==> src/rtl/conv_kxk_stream_if.sv <==
// Pixel-in / result-out handshake bundle for conv_kxk_stream.
// Widths derive from DATA_W and K so both ends agree on ACC_W.
interface conv_kxk_stream_if #(
  parameter int DATA_W = 8,
  parameter int K      = 3
);
  localparam int ACC_W = 2*DATA_W + $clog2(K*K);

  logic                       in_valid;
  logic                       in_ready;
  logic signed [DATA_W-1:0]   pixel_in;
  logic [K*K*DATA_W-1:0]      weights;
  logic                       out_valid;
  logic                       out_ready;
  logic signed [ACC_W-1:0]    out_data;
  logic                       out_last;

  modport master (
    output in_valid, pixel_in, weights, out_ready,
    input  in_ready, out_valid, out_data, out_last
  );

  modport slave (
    input  in_valid, pixel_in, weights, out_ready,
    output in_ready, out_valid, out_data, out_last
  );
endinterface

==> src/rtl/conv_kxk_stream.sv <==
// Streaming KxK signed convolution: window register, product stage, sum stage.
// Optional macro CONV_RELU_EN clamps negative sums to zero in the sum stage.
module conv_kxk_stream #(
  parameter int DATA_W = 8,
  parameter int K      = 3,
  parameter int IMG_W  = 4,
  parameter int IMG_H  = 4
)(
  input  logic              clk,
  input  logic              rst,
  conv_kxk_stream_if.slave  bus
);
  localparam int ACC_W  = 2*DATA_W + $clog2(K*K);
  localparam int PW     = 2*DATA_W;
  localparam int NT     = K*K;
  localparam int L      = (K-1)*IMG_W + K;
  localparam int STAGES = 2;
  localparam int CW     = $clog2(IMG_W);
  localparam int RW     = $clog2(IMG_H);
  localparam logic [CW-1:0] COL_MAX = CW'(IMG_W-1);
  localparam logic [CW-1:0] COL_MIN = CW'(K-1);
  localparam logic [RW-1:0] ROW_MAX = RW'(IMG_H-1);
  localparam logic [RW-1:0] ROW_MIN = RW'(K-1);

  logic                     w_stall, w_acc, w_win, w_lastpos;
  logic [CW-1:0]            r_col;
  logic [RW-1:0]            r_row;
  logic signed [DATA_W-1:0] r_sr [L];
  logic [STAGES:0]          r_vld_pipe;
  logic [STAGES:0]          r_last_pipe;
  logic signed [PW-1:0]     r_prod [NT];
  logic signed [ACC_W-1:0]  w_sum, w_res, r_out;

  assign w_stall      = r_vld_pipe[STAGES] && !bus.out_ready;
  assign bus.in_ready = !rst && !w_stall;
  assign w_acc        = bus.in_valid && bus.in_ready;
  assign w_win        = (r_row >= ROW_MIN) && (r_col >= COL_MIN);
  assign w_lastpos    = (r_row == ROW_MAX) && (r_col == COL_MAX);

  always_ff @(posedge clk or posedge rst) begin
    if (rst) begin
      r_col <= '0;
      r_row <= '0;
    end else if (w_acc) begin
      if (r_col == COL_MAX) begin
        r_col <= '0;
        r_row <= (r_row == ROW_MAX) ? '0 : r_row + 1'b1;
      end else begin
        r_col <= r_col + 1'b1;
      end
    end
  end

  // One flat shift chain holds K-1 full rows plus the current row's K taps.
  always_ff @(posedge clk) begin
    if (w_acc) begin
      r_sr[0] <= bus.pixel_in;
      for (int i = 1; i < L; i++) r_sr[i] <= r_sr[i-1];
    end
  end

  // The whole pipe advances together; a stall freezes every stage.
  always_ff @(posedge clk or posedge rst) begin
    if (rst) begin
      r_vld_pipe  <= '0;
      r_last_pipe <= '0;
    end else if (!w_stall) begin
      r_vld_pipe  <= {r_vld_pipe[STAGES-1:0], w_acc && w_win};
      r_last_pipe <= {r_last_pipe[STAGES-1:0], w_acc && w_win && w_lastpos};
    end
  end

  // Tap (r,c) sits (K-1-r) rows and (K-1-c) columns behind the newest pixel.
  for (genvar gr = 0; gr < K; gr++) begin : g_row
    for (genvar gc = 0; gc < K; gc++) begin : g_col
      localparam int T   = gr*K + gc;
      localparam int IDX = (K-1-gr)*IMG_W + (K-1-gc);
      always_ff @(posedge clk or posedge rst) begin
        if (rst)
          r_prod[T] <= '0;
        else if (!w_stall && r_vld_pipe[0])
          r_prod[T] <= PW'(r_sr[IDX]) * PW'($signed(bus.weights[T*DATA_W +: DATA_W]));
      end
    end
  end

  always_comb begin
    w_sum = '0;
    for (int i = 0; i < NT; i++) w_sum = w_sum + ACC_W'(r_prod[i]);
  end

`ifdef CONV_RELU_EN
  assign w_res = w_sum[ACC_W-1] ? '0 : w_sum;
`else
  assign w_res = w_sum;
`endif

  always_ff @(posedge clk or posedge rst) begin
    if (rst)
      r_out <= '0;
    else if (!w_stall && r_vld_pipe[1])
      r_out <= w_res;
  end

  assign bus.out_valid = r_vld_pipe[STAGES];
  assign bus.out_data  = r_out;
  assign bus.out_last  = r_last_pipe[STAGES];
endmodule

==> src/flat_wrapper.sv <==
// flat-port wrapper written by rule: the top's interface ports become plain ports
module conv_kxk_stream_flat 
#(
  parameter int DATA_W = 8,
  parameter int K      = 3,
  parameter int IMG_W  = 4,
  parameter int IMG_H  = 4
)
  (clk, rst, bus_in_valid, bus_pixel_in, bus_weights, bus_out_ready, bus_in_ready, bus_out_valid, bus_out_data, bus_out_last);
  conv_kxk_stream_if #(.DATA_W(DATA_W), .K(K)) bus_i ();
  input  logic clk;
  input  logic rst;
  input wire logic [$bits(bus_i.in_valid)-1:0] bus_in_valid;
  input wire logic [$bits(bus_i.pixel_in)-1:0] bus_pixel_in;
  input wire logic [$bits(bus_i.weights)-1:0] bus_weights;
  input wire logic [$bits(bus_i.out_ready)-1:0] bus_out_ready;
  output wire logic [$bits(bus_i.in_ready)-1:0] bus_in_ready;
  output wire logic [$bits(bus_i.out_valid)-1:0] bus_out_valid;
  output wire logic [$bits(bus_i.out_data)-1:0] bus_out_data;
  output wire logic [$bits(bus_i.out_last)-1:0] bus_out_last;
  assign bus_i.in_valid = bus_in_valid;
  assign bus_i.pixel_in = bus_pixel_in;
  assign bus_i.weights = bus_weights;
  assign bus_i.out_ready = bus_out_ready;
  assign bus_in_ready = bus_i.in_ready;
  assign bus_out_valid = bus_i.out_valid;
  assign bus_out_data = bus_i.out_data;
  assign bus_out_last = bus_i.out_last;
  conv_kxk_stream #(.DATA_W(DATA_W), .K(K), .IMG_W(IMG_W), .IMG_H(IMG_H)) u_core (.clk(clk), .rst(rst), .bus(bus_i));
endmodule
==> config.mk <==
export PLATFORM = sky130hd
export DESIGN_NAME = conv_kxk_stream_flat
export DESIGN_NICKNAME = d
export VERILOG_FILES = /design/src/rtl/conv_kxk_stream_if.sv /design/src/rtl/conv_kxk_stream.sv /design/src/flat_wrapper.sv
export SDC_FILE = /design/constraint.sdc
export NUM_CORES = 2
export LEC_CHECK = 0
export ABC_AREA = 1
export CAP_MARGIN = 40
export CORE_MARGIN = 2
export CORE_UTILIZATION = 30
export CTS_CLUSTER_SIZE = 25
export DETAILED_ROUTE_END_ITERATION = 10
export GPL_TIMING_DRIVEN = 0
export MAX_ROUTING_LAYER = met4
export SYNTH_ARGS = -nofsm -noshare
export SYNTH_HDL_FRONTEND = slang
export SYNTH_SLANG_ARGS = --single-unit
==> constraint.sdc <==
create_clock -name clk -period 7.7 [get_ports clk]
set_input_delay 1.54 -clock clk [delete_from_list [all_inputs] [get_ports clk]]
set_output_delay 1.54 -clock clk [all_outputs]
set_load 0.1 [all_outputs]
==> results by group <==
Status
  • Status: finished clean

Setup path
  • Crit path buf inv count: 7
  • CP max stage delay: 0.49 ns
  • CP required: 8.18 ns
  • CP endpoint kind: flip-flop
  • CP delay by family, top: adder cells
  • Reg2Reg Setup Slack: 1.62 ns
  • CP most frequent cell: inv_1
  • Cell depth of the worst setup path: 30
  • Crit start category: flip-flop
  • Worst-path maximum fanout: 4
  • R2R Path Start: u_core.r_prod[113]
  • Crit-path slowest cell: fa_1
  • Worst R2R Path Depth: 30
  • Crit path from: u_core.r_prod[113]
  • Worst flop-to-flop path endpoint: u_core.bus.out_data[19]
  • CP endpoint: u_core.bus.out_data[19]
  • Critical path arrival: 6.56 ns
  • Critical path type: reg -> reg

Synth
  • Area share of the largest cell type after synthesis: 32.1%
  • Yosys top cell by area: fa_1
  • Syn avg cell area: 8.06 µm²
  • Syn Std Cell Area: 37500 µm²
  • Synth Flop Type: dfrtp_1
  • Mapped Cells: 4650
  • Post-synth EDFFs: 88
  • Synth warnings: 0
  • Sequential area share after synthesis: 18.7%
  • Syn Nets: 5636
  • Dominant cells by area after synthesis: fa_1, inv_1, nand2_1
  • Seq cells post-synth: 262
  • Post-synth ARST share: 66.4%
  • Synth unique cells: 39

CTS
  • CTS tree: yes
  • Clock Sinks: 262
  • Worst-skew pair later-pin latency: 0.61 ns
  • Clock H-tree levels: 1
  • CTS root buf: clkbuf_16
  • Setup bufs post-CTS: 0
  • Hold buffers post-CTS: 0
  • TritonCTS Buffers: 27
  • CTS Buffer Depth: 3
  • # resized after CTS: 0
  • CTS clk-pin slew, worst paths: 0.07 ns

Cells and area
  • Fin cells: 6413
  • Most frequent cells in the layout: inv_1, nand2_1, fa_1
  • Design Area, Final: 41600 µm²
  • Commonest non-fill, non-tap cell in the layout: inv_1
  • Storage cell area: 7000 µm²
  • Total Nets Final: 5734
  • Filler cells: 13000
  • Area of the multi-input gates: 25100 µm²
  • Share of cells above drive strength 1: 3.90%
  • Layout area overhead: 10.9%

STA
  • RSZ-0062 raised after global routing: no
  • Tightest Pin Transition: 0.741 ns
  • Final hold violations: 0
  • Final period util: 78.9%
  • Final setup fails: 0
  • Minimum clock period: 6.08 ns
  • Max-slew violations: 0
  • Highest clock rate: 164 MHz
  • Clk_skew: 0.0419 ns
  • Worst hold slack: 0.419 ns
  • Max-slew headroom: 50.6%

Routing
  • DRT iter0 DRCs: 1661
  • Routed Antenna Nets: 0
  • Vias per inst: 4.41
  • Initial DRT Pass Iterations: 5
  • Vias: 28300
  • Drt drc: 0
  • Avg WL per Cell: 14.8 µm
  • Final Routed Wirelength: 94.6 mm

Place
  • Placed Area: 40500 µm²
  • Placed Cells: 6356
  • Hpwl dp: 82.0 mm
  • GPL Wtd Cong: 0.917
  • Buffers on Ports: 43

Global route
  • Gr ovfl total: 0
  • First-pass GRT wire length: 156 mm
  • Vias in the first global route: 29300
  • Gr usage total: 15.8%
  • Initial antenna violation count: 12
  • Pin count of the biggest net entering global routing: 122

Min path
  • Worst hold path type: reg -> reg

Floorplan
  • Initial Util: 30.3%
  • Chip Height: 357 µm
  • Die area: 128000 µm²
  • I/O pin cnt: 107
  • Row Count: 129
  • Core area: 124000 µm²
  • Horiz. Die Dim: 357 µm

Flow run
  • Reported max-cap violation count: 0
## routing by layer
| layer | track usage (%) | routed length (µm) | vias up |
|---|---|---|---|
| met5 | - | 0 | - |
| met4 | 3.07 | 2170 | 0 |
| met3 | 3.13 | 6000 | 104 |
| met2 | 25.6 | 44300 | 573 |
| met1 | 20.5 | 42200 | 13800 |
| li1 | - | - | 13800 |
## Yosys cell counts, types with 26 or more instances
cell type,number
a21oi_1,76
a31oi_1,34
buf_2,26
clkbuf_1,141
dfrtp_1,174
edfxtp_1,88
fa_1,600
ha_1,302
inv_1,1257
nand2_1,1215
nand3_1,197
nor2_1,158
o21ai_0,116
or2_2,62
xnor2_1,53
xor2_1,42
## worst min-delay path by stage
stage,from,depth (start not counted),to
after global routing,u_core.r_sr[3][2],0,u_core.r_sr[4][2]
final,u_core.r_sr[3][6],0,u_core.r_sr[4][6]
after global placement,u_core.r_sr[3][6],0,u_core.r_sr[4][6]
after floorplan,u_core.r_sr[3][0],0,u_core.r_sr[4][0]
after detailed placement,u_core.r_sr[3][5],0,u_core.r_sr[4][5]
after CTS,u_core.r_sr[3][5],0,u_core.r_sr[4][5]
## through the flow
| step | util, % | setup WS (ns) | TNS [ns] |
|---|---|---|---|
| final | 33.6 | 1.62 | 0 |
| after floorplan | - | 1.44 | 0 |
| after global placement | 32.3 | -1.22 | -206.60 |
| after CTS | 33.6 | 1.59 | 0 |
| after detailed placement | 32.7 | 1.60 | 0 |
| after global routing | 33.6 | 1.12 | 0 |
## worst register-to-register path: cells and delay by family, from the launching register on
family                     cells  cell delay (ns)
buffers and inverters          7             0.58
xor gates and xnor gates       1             0.40
adders and majority gates      8             3.24
DFF                            1             0.36
and+or+nand+nor               14             1.40
## flip-flops by register name (all words and copies together) (netlist names)
name / cells
u_core.r_sr: 88
u_core.r_prod: 144
u_core.bus.out_data: 20
u_core.r_vld_pipe: 3
u_core.r_last_pipe: 3
u_core.r_col: 2
u_core.r_row: 2
## kinds of logic (layout without fill, tap and decap cells)
| logic type | Yosys count | after routing | synth area share, % |
|---|---|---|---|
| mux | 1 | 1 | 0.0301 |
| xor+xnor | 95 | 95 | 2.22 |
| simple gates | 1691 | 1691 | 18.5 |
| other cells | 0 | 7 | 0 |
| fa+ha+maj | 902 | 902 | 42.2 |
| buf+inv | 1429 | 1548 | 14.4 |
| flops | 262 | 262 | 18.7 |
| compound gates | 270 | 270 | 4.02 |
## cell type report
class | instances | area share, %
plain buffers | 170 | 1.64
clock buffers | 30 | 1.78
well taps | 1637 | 4.93
repair buffers | 69 | 2.44
flip-flops and latches | 262 | 16.8
inverters | 1259 | 11.4
multi-input cells | 2959 | 60.3
diodes | 7 | 0.0421
clock inverters | 20 | 0.653
Power is not shown: default switching activity piles up to over one toggle a cycle in this logic, so the estimate is an artifact.
